File: src/rtl/cnt_seq_pkg.sv
// Purpose : shared state encoding for the counter run controller.
// Latency : n/a (types and constants only).
// Contents: STATE_W and the state_t enum (IDLE=00 RUN=01 HOLD=10 DONE=11).
package cnt_seq_pkg;

  localparam int STATE_W = 2;

  typedef enum logic [STATE_W-1:0] {
    ST_IDLE = 2'b00,
    ST_RUN  = 2'b01,
    ST_HOLD = 2'b10,
    ST_DONE = 2'b11
  } state_t;

endpackage

File: src/rtl/cnt_seq_ctrl_cnt_core.sv
// Purpose : WIDTH-bit count register with synchronous clear and increment enable.
// Latency : q updates on the rising edge after clr/en are presented.
// Ports   : clk, rst (sync, active-high), clr (wins over en), en (q <= q+1), q.
module cnt_core #(
  parameter int WIDTH = 3
) (
  input  logic             clk,
  input  logic             rst,
  input  logic             clr,
  input  logic             en,
  output logic [WIDTH-1:0] q
);

  always_ff @(posedge clk) begin
    if (rst || clr) begin
      q <= '0;
    end else if (en) begin
      q <= q + WIDTH'(1);
    end
  end

endmodule

File: src/rtl/cnt_seq_ctrl.sv
// Purpose : run controller (start/pause/stop, one-shot or auto-reload) for a WIDTH-bit up-counter.
// Latency : start edge -> count=0 in RUN; +1 per step; done is a one-cycle registered pulse.
// Ports   : clk, rst, start, stop, pause, auto_reload, tc_in -> count, state, busy, done.
// Config  : define CNT_SEQ_PRESCALE_EN to take a step only every PRESCALE-th RUN edge.
module cnt_seq_ctrl
  import cnt_seq_pkg::*;
#(
  parameter int WIDTH    = 3,
  parameter int PRESCALE = 4
) (
  input  logic               clk,
  input  logic               rst,
  input  logic               start,
  input  logic               stop,
  input  logic               pause,
  input  logic               auto_reload,
  input  logic [WIDTH-1:0]   tc_in,
  output logic [WIDTH-1:0]   count,
  output logic [STATE_W-1:0] state,
  output logic               busy,
  output logic               done
);

  // A PRESCALE below 1 is an illegal configuration; the counter then never steps.
  localparam bit PRESCALE_OK = (PRESCALE >= 1);

  state_t           state_q;
  logic [WIDTH-1:0] tc_reg;
  logic             done_q;

  logic match;
  logic start_acc;
  logic run_go;
  logic psc_hit;
  logic step;
  logic cnt_clr;
  logic cnt_en;

  always_comb begin
    match     = (count == tc_reg);
    // pause only matters in RUN/HOLD, so it does not block a start from IDLE/DONE.
    start_acc = start && !stop && ((state_q == ST_IDLE) || (state_q == ST_DONE));
    run_go    = (state_q == ST_RUN) && !stop && !pause;
    step      = run_go && psc_hit && PRESCALE_OK;
    // IDLE keeps the counter pinned at 0; a wrap in auto-reload also clears it.
    cnt_clr   = stop || (state_q == ST_IDLE) || start_acc || (step && match && auto_reload);
    // At the terminal count in one-shot mode the counter holds at tc_reg.
    cnt_en    = step && !match;
  end

`ifdef CNT_SEQ_PRESCALE_EN
  localparam int               PSC_W    = (PRESCALE > 1) ? $clog2(PRESCALE) : 1;
  localparam logic [PSC_W-1:0] PSC_LAST = PSC_W'(PRESCALE - 1);

  logic [PSC_W-1:0] psc;

  assign psc_hit = (psc == PSC_LAST);

  // Advances only on un-paused RUN edges; any other cycle (stop, start,
  // HOLD entry, HOLD, IDLE, DONE) leaves it at 0 so each run phase starts fresh.
  always_ff @(posedge clk) begin
    if (rst) begin
      psc <= '0;
    end else if (run_go) begin
      psc <= psc_hit ? '0 : psc + PSC_W'(1);
    end else begin
      psc <= '0;
    end
  end
`else
  assign psc_hit = 1'b1;
`endif

  cnt_core #(
    .WIDTH (WIDTH)
  ) u_cnt_core (
    .clk (clk),
    .rst (rst),
    .clr (cnt_clr),
    .en  (cnt_en),
    .q   (count)
  );

  always_ff @(posedge clk) begin
    if (rst) begin
      state_q <= ST_IDLE;
      tc_reg  <= '0;
      done_q  <= 1'b0;
    end else begin
      done_q <= 1'b0;
      if (stop) begin
        state_q <= ST_IDLE;
      end else begin
        case (state_q)
          ST_IDLE, ST_DONE: begin
            if (start) begin
              tc_reg  <= tc_in;
              state_q <= ST_RUN;
            end
          end
          ST_RUN: begin
            if (pause) begin
              state_q <= ST_HOLD;
            end else if (step && match) begin
              done_q <= 1'b1;
              if (!auto_reload) begin
                state_q <= ST_DONE;
              end
            end
          end
          ST_HOLD: begin
            if (!pause) begin
              state_q <= ST_RUN;
            end
          end
          default: state_q <= ST_IDLE;
        endcase
      end
    end
  end

  assign state = state_q;
  assign done  = done_q;
  assign busy  = (state_q == ST_RUN) || (state_q == ST_HOLD);

endmodule

File: config.mk
export PLATFORM = sky130hd
export DESIGN_NAME = cnt_seq_ctrl
export DESIGN_NICKNAME = d
export VERILOG_FILES = /design/src/rtl/cnt_seq_pkg.sv /design/src/rtl/cnt_seq_ctrl_cnt_core.sv /design/src/rtl/cnt_seq_ctrl.sv
export SDC_FILE = /design/constraint.sdc
export NUM_CORES = 1
export LEC_CHECK = 0
export CAP_MARGIN = 5
export CORE_AREA = 8 8 45 47
export CTS_BUF_LIST = sky130_fd_sc_hd__clkbuf_16
export DETAILED_ROUTE_END_ITERATION = 8
export DIE_AREA = 0 0 53 55
export DONT_BUFFER_PORTS = 1
export SETUP_SLACK_MARGIN = 0.3
export SLEW_MARGIN = 20
export SYNTH_ARGS = -nofsm -noshare
export SYNTH_HDL_FRONTEND = slang
export SYNTH_SLANG_ARGS = --single-unit
File: constraint.sdc
create_clock -name clk -period 1.9 [get_ports clk]
set_input_delay 0.285 -clock clk [delete_from_list [all_inputs] [get_ports clk]]
set_output_delay 0.285 -clock clk [all_outputs]
set_load 0.005 [all_outputs]
* Yosys cells after proc, flatten, opt, wreduce, memory -nomap -nowiden *
Index checks and enable logic that the tools add are counted.

cells by class
  add/sub/neg operators = 1
  equality and inequality tests = 8
  muxes and demuxes = 7
  bitwise logic cells = 2
  reductions and logical operators = 22

operators with widths
  operator                                              count
  2-to-1 mux 2 bit                                      5
  logical AND 1 bit                                     7
  logical OR 1 bit                                      6
  inequality test 3 bit (second input constant)         2
  one-hot mux 2 bit (3 select lines)                    1
  equality test 2 bit (second input constant)           2
  inequality test 2 bit (second input constant)         2
  AND reduction 4 bit                                   1
  OR reduction 2 bit                                    2
  OR reduction 4 bit                                    1
  adder 3 x 1 -> 3 bit (second input constant)          1
  equality test 3 bit                                   1
  zero test 1 bit                                       3
  AND reduction 3 bit                                   1
  equality test 2 x 1 -> 1 bit (second input constant)  1
  zero test 2 bit                                       1
  inverter 1 bit                                        2
  2-to-1 mux 1 bit                                      1

word-level totals
  bits in registers = 9
  bits of input ports = 9
  output and inout bits = 7
  logic and storage cells = 44

* Longest topological paths before layout *
Gate-level depths: netlist of run 1.

  word-level depth = 7
  mapped depth = 6
  mapped depth without buffers = 6

* By module *
From an unflattened synthesis of run 1, not the netlist that was laid out.

unflattened totals
  cell total of the unflattened synthesis = 50
  area total of the unflattened synthesis = 500.5 µm²

modules (own cells, without submodules)
  module        instances  cells each  area an instance (µm²)
  cnt_seq_ctrl  1          39          369.1
  cnt_core      1          11          131.4

* Least setup slack after synthesis of run 1 *
No wires, ideal clock.

  path type = reg-to-reg
  start = register state_q[1], in the netlist state[1]
  end = register u_cnt_core.q[2]
  library setup time = 0.070 ns
  arrival = 1.583 ns
  required time = 1.830 ns
  setup slack = 0.247 ns
  cell stages (with the launch flop) = 7
  path buffers = 0
  period minus slack after synthesis = 1.653 ns
  cells stage by stage = dfxtp_1 -> inv_1 -> ha_1 -> or3b_4 -> or3b_1 -> a21oi_1 -> o2bb2ai_1

on the way
  cells in the longest elaborated chain, start to end = 7

RTL lines
  element                         line                         RTL
  from (decl)                     cnt_seq_ctrl.sv:27           state_t state_q;
  from (signal assigned)          cnt_seq_ctrl.sv:86           state_q <= ST_IDLE;
  from (signal assigned)          cnt_seq_ctrl.sv:92           state_q <= ST_IDLE;
  from (signal assigned)          cnt_seq_ctrl.sv:98           state_q <= ST_RUN;
  equality test 2 x 1 -> 1 bit    cnt_seq_ctrl.sv:43           run_go = (state_q == ST_RUN) && !stop && !pause;
  logical AND 1 bit (2 in a row)  cnt_seq_ctrl.sv:43
  logical AND 1 bit (2 in a row)  cnt_seq_ctrl.sv:46           cnt_clr = stop || (state_q == ST_IDLE) || start_acc || (step && match && auto_reload);
  logical OR 1 bit                cnt_seq_ctrl.sv:46
  logical OR 1 bit                cnt_seq_ctrl_cnt_core.sv:15  if (rst || clr) begin
  to (signal assigned)            cnt_seq_ctrl_cnt_core.sv:18  q <= q + WIDTH'(1);
  to (decl)                       cnt_seq_ctrl_cnt_core.sv:11  output logic [WIDTH-1:0] q

Several ways; a longest one is shown, not always the timed one.
A chain may end at the register's enable or synchronous reset.

* Worst setup path after layout of run 1 *
Same ends and word-level chain as after synthesis.

==> impl_metrics.json, run 1 <==
{
  "cp_max_fo": 5,
  "die_h_um": 55,
  "synth-edff-count": 0,
  "dpl.hpwl_um": 878,
  "clock_path_buffers": 2,
  "worstMarginPinSlew_ns": 0.561,
  "cp.arrival_ns": 1.78,
  "die_w_um": 53,
  "cts_sinks": 9,
  "synth_top_cell_by_area": "dfxtp_1",
  "cts_tree": "done",
  "dpl_cell_area_um2": 515,
  "fill_cells": 126,
  "final_net_count": 75,
  "clock_latency_ns": 0.23,
  "grt_max_degree": 7,
  "maxCapViolations": 0,
  "critical_path.startpoint_type": "flip-flop",
  "wl_per_cell_um": 15.0,
  "num_io_pins": 16,
  "clk_pin_slew_ns": 0.04,
  "initialDrtViolationCount": 4,
  "gp_congestion": 0.707,
  "final_area_um2": 664,
  "wl_um": 1160,
  "vias_per_cell": 5.27,
  "synth_top_flop_cell": "dfxtp_1",
  "die-area_um2": 2920,
  "hold_buffers": 0,
  "row_count": 14,
  "ctsRootBufferMaster": "clkbuf_16",
  "vdd_drop_max_mv": 0.542,
  "syn-cell-area_um2": 487,
  "firstDrtPassIters": 4,
  "p_per_area_nw_per_um2": 934,
  "setup-tns-final_ns": 0,
  "pre_cts_slack_ns": 0.104,
  "drc_errors": 0,
  "period_minus_slack_ns": 1.61,
  "grt_first_pass_wirelength_um": 1930,
  "syn_nets": 68,
  "synth_most_common_cell": "dfxtp_1",
  "period_share_pct": 84.9,
  "synth.distinct_cells": 22,
  "antennaDiodeCount": 0,
  "htreeDepth": 1,
  "synth_top_area_share_pct": 37.0,
  "ys_seq_elements": 9,
  "end_kind": "flip-flop",
  "vias": 406,
  "ys_warn_count": 0,
  "area_growth_pct": 36.5,
  "grt_antenna_before_repair": 0,
  "hold_class": "input pin to flip-flop",
  "slew_headroom_pct": 62.3,
  "cts_made_buffers": 3,
  "globalRoute.totalOverflow": 0,
  "synthCells": 55,
  "grt_pass1_vias": 432,
  "max_freq_mhz": 620,
  "cp_data_required_time_ns": 2.06,
  "syn_area_per_cell_um2": 8.85,
  "final-hold-violation-count": 0,
  "setup_violations": 0,
  "critPathKind": "flip-flop to flip-flop",
  "grt_usage_pct": 9.37,
  "async_reset_ff_share_pct": 0,
  "drt.antenna.violating_nets": 0,
  "io_buffers": 0,
  "initial_core_util_pct": 35.2,
  "core-area_um2": 1380,
  "post_route_cells_drive_above_1_share_pct": 27.9,
  "fin_ws_ns": 0.286,
  "finClkSkew_ns": 0.00268,
  "synth_commonest_cells": "9 x dfxtp_1, 8 x nor2_1, 5 x nand2_1",
  "status": "finished, final reports clean",
  "grt_setup_unrepaired": "yes",
  "ys_seq_area_share_pct": 37.0,
  "synth_area_leaders": "dfxtp_1 37%, ha_1 10%, mux2i_1 6.2%, nor2_1 6.2%, xor2_1 5.4%",
  "power.leakage_nw": 0.261,
  "slew_viol_final": 0
}
[worst paths after layout]
path         startpoint              end  slack (ns)  depth (start not counted)
max reg2reg    state[1]  u_cnt_core.q[2]        0.29                          6
min                 rst        tc_reg[1]        0.12                          1
max            state[1]  u_cnt_core.q[2]        0.29                          6
min reg2reg   tc_reg[0]        tc_reg[0]        0.52                          2
[cell usage in the layout, fill, tap and decap left out, types with 2 or more instances in the layout]
cell and count:
inv_1 3, o22ai_1 2, ha_1 2, xor2_1 3, nand2_1 5, clkbuf_16 3
buf_4 2, mux2i_1 3, dfxtp_1 7, nor2_1 7, ha_4 2, a21oi_1 2
[report_power, final]
part / total, W / switching (W) / internal [W]
registers: 0.000199 / 0.00000481 / 0.000194
logic: 0.0000536 / 0.0000271 / 0.0000265
clock network: 0.000368 / 0.0000927 / 0.000275
[worst max-delay path: stages (launching register included)]
cell and delay [ns]:
dfxtp_4 0.36, inv_4 0.08, ha_4 0.13, or3b_4 0.37
or3b_1 0.37, a21oi_2 0.13, o2bb2ai_1 0.11
[logic make-up after synthesis]
logic type	synth area share (%)
simple gates	24.4
compound gates	12.1
flops	37.0
mux	8.48
fa+ha+maj	10.3
xor+xnor	5.40
buf+inv	2.31
[layout make-up]
class | count | area (µm²) | share of cell area (%)
inverters | 3 | 13.8 | 2.07
clock inverters | 1 | 3.75 | 0.565
repair buffers | 2 | 15.0 | 2.26
multi-input cells | 43 | 352 | 52.9
flip-flops and latches | 9 | 185 | 27.9
well taps | 16 | 20.0 | 3.01
clock buffers | 3 | 75.1 | 11.3
[per-layer routing]
layer	part of all wire, %	up-vias	GRT usage, %
met2	44	17	14.3
met4	0.43	0	3.88
met3	13	2	6.95
met5	0	-	0
li1	-	206	-
met1	42	181	9.65
[per-stage QoR]
stage	instances	hold slack [ns]	total power [W]	util, %
3_5_place_dp	71	0.361	0.000245	37.3
2_1_floorplan	55	0.357	0.000237	-
5_1_grt	77	0.112	0.000651	48.0
6_report	77	0.118	0.000620	48.0
4_1_cts	77	0.113	0.000626	46.9
3_3_place_gp	71	0.359	0.000244	37.3
[timing repair]
item                                    in CTS  in global routing
buffers inserted                             2                  0
gates resized for setup                     11                  2
pin swaps                                    3                  1
endpoints found under the hold margin        0                  0
cloned                                       0                  0
endpoints found under the setup margin       7                  7
Note: power is estimated with default switching activity, not from simulation.
==> run 2: changes to the inputs <==
==> constraint.sdc (replaced) <==
create_clock -name clk -period 1.4 [get_ports clk]
set_input_delay 0.21 -clock clk [delete_from_list [all_inputs] [get_ports clk]]
set_output_delay 0.21 -clock clk [all_outputs]
set_load 0.005 [all_outputs]
==> run 2 against run 1 <==
Compared with the run above: via count up 17%; final area up 24%; die area unchanged; critical path depth unchanged; worst hold slack worse by 0.077 ns; maximum frequency up 1.9%; clock-buffer cell count unchanged; utilization up 12 points; wire length up 27%; the run now ends with setup timing left.
==> impl_metrics.json, run 2 (synthesis results as in run 1) <==
{
  "power.leakage_nw": 0.348,
  "grt_pass1_vias": 460,
  "fin_cells": 90,
  "grt_setup_unrepaired": "yes",
  "fin_ws_ns": -0.184,
  "maxCapViolations": 0,
  "reg2reg_slack_ns": -0.18,
  "period_share_pct": 113,
  "gp_congestion": 0.687,
  "setup_violations": 7,
  "rr_endpoint": "u_cnt_core.q[2]",
  "period_minus_slack_ns": 1.58,
  "final_area_um2": 826,
  "slowest_stage": "or3b_4",
  "clock_latency_ns": 0.24,
  "status": "complete, but fails checks",
  "most-common-layout-cells": "13 x buf_4, 6 x nor2_1, 6 x dfxtp_1",
  "vdd_drop_max_mv": 0.863,
  "vias": 474,
  "power_w": 0.000886,
  "setup-tns-final_ns": -0.700,
  "grt_first_pass_wirelength_um": 2120,
  "layout_commonest_cell": "buf_4",
  "worstMarginPinSlew_ns": 0.321,
  "dpl_cell_area_um2": 636,
  "vias_per_cell": 5.27,
  "grt_max_degree": 7,
  "wl_per_cell_um": 16.4,
  "hold_class": "input pin to flip-flop",
  "cp_data_required_time_ns": 1.57,
  "initial_core_util_pct": 35.2,
  "drt.antenna.violating_nets": 0,
  "core-area_um2": 1380,
  "finClkSkew_ns": 0.00223,
  "crit_chain": "inv_4 > ha_4 > or3b_4 > or3b_1 > a21oi_2 > o2bb2ai_2",
  "slew_viol_final": 0,
  "drc_errors": 0,
  "end_kind": "flip-flop",
  "area_growth_pct": 69.7,
  "critPathKind": "flip-flop to flip-flop",
  "endpoint": "u_cnt_core.q[2]",
  "crit_family": "simple AND/OR/NAND/NOR gates",
  "antennaDiodeCount": 0,
  "globalRoute.totalOverflow": 0,
  "cts_tree": "done",
  "crit_path_start": "state[1]",
  "clock_path_buffers": 2,
  "worst-path-stages": 6,
  "die_h_um": 55,
  "post_route_cells_drive_above_1_share_pct": 55.4,
  "final_net_count": 88,
  "hold_path_depth": 1,
  "violations": "setup timing",
  "slew_headroom_pct": 78.5,
  "p_per_area_nw_per_um2": 1070,
  "r2r_cells": 6,
  "firstDrtPassIters": 3,
  "hold_buffers": 0,
  "clk_pin_slew_ns": 0.04,
  "cp_slowest_stage_delay_ns": 0.37,
  "row_count": 14,
  "reg2reg_from": "state[1]",
  "die_w_um": 53,
  "cp_max_fo": 2,
  "cts_sinks": 9,
  "dp.cells": 84,
  "wl_um": 1470,
  "cp.buffers_inverters": 1,
  "critical_path.startpoint_type": "flip-flop",
  "die-area_um2": 2920,
  "cp.arrival_ns": 1.75,
  "grt_antenna_before_repair": 0,
  "final-hold-violation-count": 0,
  "htreeDepth": 1,
  "dpl.hpwl_um": 917,
  "whs_ns": 0.0408,
  "io_buffers": 0,
  "ctsRootBufferMaster": "clkbuf_16",
  "max_freq_mhz": 631,
  "num_io_pins": 16,
  "grt_usage_pct": 10.3,
  "initialDrtViolationCount": 4,
  "cts_made_buffers": 3
}
run 2: cell count changes in the layout (fill, tap and decap cells not counted), sizes merged:
cell / before / now
buf: 2 / 15
run 2: layout make-up:
cell class / instances / area [µm²]
clock buffers: 3 / 75.1
well taps: 16 / 20.0
fillers: 123 / 558
clock inverters: 1 / 3.75
flip-flops and latches: 9 / 184
multi-input cells: 43 / 409
inverters: 3 / 13.8
repair buffers: 15 / 120
run 2: timing repair:
action	CTS	global route
gates cloned	0	0
pin swaps	2	8
buffers inserted	0	2
resized for setup	5	17
setup endpoints to repair	10	10
run 2: worst min-delay path by stage:
stage / startpoint / endpoint / slack [ns]
6_report: rst / tc_reg[2] / 0.04
5_1_grt: rst / tc_reg[2] / 0.04
4_1_cts: rst / tc_reg[2] / 0.04
3_5_place_dp: rst / tc_reg[1] / 0.29
3_3_place_gp: rst / tc_reg[2] / 0.28
2_1_floorplan: rst / tc_reg[0] / 0.28
run 2: metrics by stage:
step                setup slack, ns  utilization (%)
detailed placement           -0.188             45.9
finish                       -0.184             59.7
global placement             -0.158             45.9
global route                 -0.233             59.7
CTS                          -0.175             53.2
floorplan                    -0.174                -
run 2: power by group:
group	switching [W]	leakage [nW]	internal, W
Clock	0.000128	0.0423	0.000374
Combinational	0.0000522	0.231	0.0000612
Sequential	0.00000567	0.0744	0.000265
run 2: per-layer routing:
| metal | track usage [%] | part of all wire (%) | vias up |
|---|---|---|---|
| met5 | 0 | 0 | - |
| met4 | 5.17 | 1.5 | 0 |
| met3 | 8.02 | 8.4 | 4 |
| met2 | 15.8 | 56 | 14 |
| met1 | 9.91 | 34 | 223 |
| li1 | - | - | 233 |
==> run 3: changes to the inputs <==
--- a/config.mk
+++ b/config.mk
@@ -6,10 +6,10 @@
 export NUM_CORES = 1
 export LEC_CHECK = 0
 export CAP_MARGIN = 5
-export CORE_AREA = 8 8 45 47
+export CORE_MARGIN = 4
+export CORE_UTILIZATION = 25
 export CTS_BUF_LIST = sky130_fd_sc_hd__clkbuf_16
 export DETAILED_ROUTE_END_ITERATION = 8
-export DIE_AREA = 0 0 53 55
 export DONT_BUFFER_PORTS = 1
 export SETUP_SLACK_MARGIN = 0.3
 export SLEW_MARGIN = 20
==> run 3 against run 2 <==
Compared with the run above: largest cell class unchanged; utilization decreased by 16 points; clock power decreased by 0.8%; critical path depth unchanged; largest power group unchanged; global-route usage increased by 0.32 points; the flow still finishes with violations (setup timing); wire length decreased by 11%; final area decreased by 5.2%; via count decreased by 3.2%; clock skew increased by 0.0026 ns; combinational power decreased by 8%; setup slack improved by 0.0060 ns; clock-buffer cell count unchanged; cell count increased by 6.7%.
==> impl_metrics.json, run 3 (synthesis results as in run 1) <==
{
  "status": "complete, but fails checks",
  "violations": "setup timing",
  "multi_input_area_um2": 379,
  "layout_commonest_cell": "buf_4",
  "vias": 459,
  "drc_errors": 0,
  "setup_violations": 4,
  "initial_core_util_pct": 27.3,
  "drt.antenna.violating_nets": 0,
  "end_kind": "flip-flop",
  "vdd_drop_max_mv": 0.753,
  "initialDrtViolationCount": 6,
  "grt_pass1_vias": 445,
  "p_per_area_nw_per_um2": 1110,
  "critPathKind": "flip-flop to flip-flop",
  "clock_latency_ns": 0.23,
  "period_minus_slack_ns": 1.58,
  "clk_pin_slew_ns": 0.04,
  "grt_max_degree": 7,
  "grt_setup_unrepaired": "yes",
  "most-common-layout-cells": "11 x buf_4, 6 x dfxtp_1, 5 x nand2_1, 5 x nor2_1",
  "fin_ws_ns": -0.178,
  "vias_per_cell": 4.78,
  "grt_usage_pct": 10.6,
  "cts_made_buffers": 3,
  "die_w_um": 52.1,
  "antennaDiodeCount": 0,
  "cp.arrival_ns": 1.74,
  "slew_headroom_pct": 83.0,
  "finClkSkew_ns": 0.00485,
  "area_growth_pct": 60.9,
  "grt_first_pass_wirelength_um": 2080,
  "max_freq_mhz": 634,
  "globalRoute.totalOverflow": 0,
  "core-area_um2": 1780,
  "cts_sinks": 9,
  "fill_cells": 170,
  "period_share_pct": 113,
  "r2r_cells": 6,
  "maxCapViolations": 0,
  "seq_area_um2": 186,
  "die_h_um": 52.1,
  "hold_class": "input pin to flip-flop",
  "critical_path.startpoint_type": "flip-flop",
  "clock_path_buffers": 2,
  "num_io_pins": 16,
  "gp_congestion": 0.784,
  "firstDrtPassIters": 4,
  "worstMarginPinSlew_ns": 0.253,
  "cp_data_required_time_ns": 1.56,
  "ctsRootBufferMaster": "clkbuf_16",
  "hold_buffers": 0,
  "row_count": 15,
  "cp_max_fo": 2,
  "power_w": 0.000872,
  "wl_per_cell_um": 13.7,
  "hold_path_depth": 1,
  "cts_tree": "done",
  "grt_antenna_before_repair": 0,
  "slew_viol_final": 0,
  "dp.cells": 91,
  "fin_cells": 96,
  "final-hold-violation-count": 0,
  "io_buffers": 0,
  "setup-tns-final_ns": -0.394,
  "final_net_count": 85,
  "die-area_um2": 2720,
  "wl_um": 1310,
  "power.leakage_nw": 0.324,
  "htreeDepth": 1,
  "post_route_cells_drive_above_1_share_pct": 49.3,
  "dpl.hpwl_um": 954,
  "finish.utilization_pct": 43.9
}
run 3: cell types whose count changed in the layout (fill, tap and decap cells not counted), sizes merged:
| cell | before | now |
|---|---|---|
| buf | 15 | 12 |
run 3: cell type report:
cell class | instances | area share (%)
Inverter | 3 | 1.76
Sequential cell | 9 | 23.8
Clock buffer | 3 | 9.58
Tap cell | 25 | 3.99
Multi-Input combinational cell | 43 | 48.4
Timing Repair Buffer | 12 | 12.0
Clock inverter | 1 | 0.479
run 3: final timing paths:
kind	start	slack [ns]	to
worst max register to register	state[1]	-0.18	u_cnt_core.q[2]
worst min register to register	tc_reg[0]	0.52	tc_reg[0]
worst min-delay path	rst	0.04	tc_reg[0]
worst max-delay path	state[1]	-0.18	u_cnt_core.q[2]
run 3: metrics by stage:
step / setup slack, ns / hold WS [ns] / cell area (µm²)
after floorplan: -0.174 / 0.282 / 518
after global placement: -0.155 / 0.284 / 632
after detailed placement: -0.183 / 0.288 / 632
after CTS: -0.167 / 0.0425 / 742
after global routing: -0.248 / 0.0430 / 783
final: -0.178 / 0.0442 / 783
run 3: per-layer routing:
layer	up-vias	global-route usage [%]	wire (µm)
li1	225	-	-
met5	-	0	0
met2	13	19.0	694
met3	2	5.44	112
met1	219	10.7	499
met4	0	2.62	4
run 3: critical path: stages (launching register included):
cell       delay [ns]
dfxtp_2          0.33
inv_4            0.08
ha_4             0.13
or3b_4           0.37
or3b_1           0.37
a21oi_2          0.12
o2bb2ai_1        0.11
run 3: where the power goes:
group | switching (W) | leakage (nW) | internal [W]
Sequential | 0.00000638 | 0.0747 | 0.000264
Combinational | 0.0000467 | 0.207 | 0.0000569
Clock | 0.000125 | 0.0423 | 0.000373
run 3: what timing repair did:
action,CTS,global route
buffers inserted,1,0
pin swaps,5,4
resized for setup,7,11
endpoints found under the setup margin,10,10
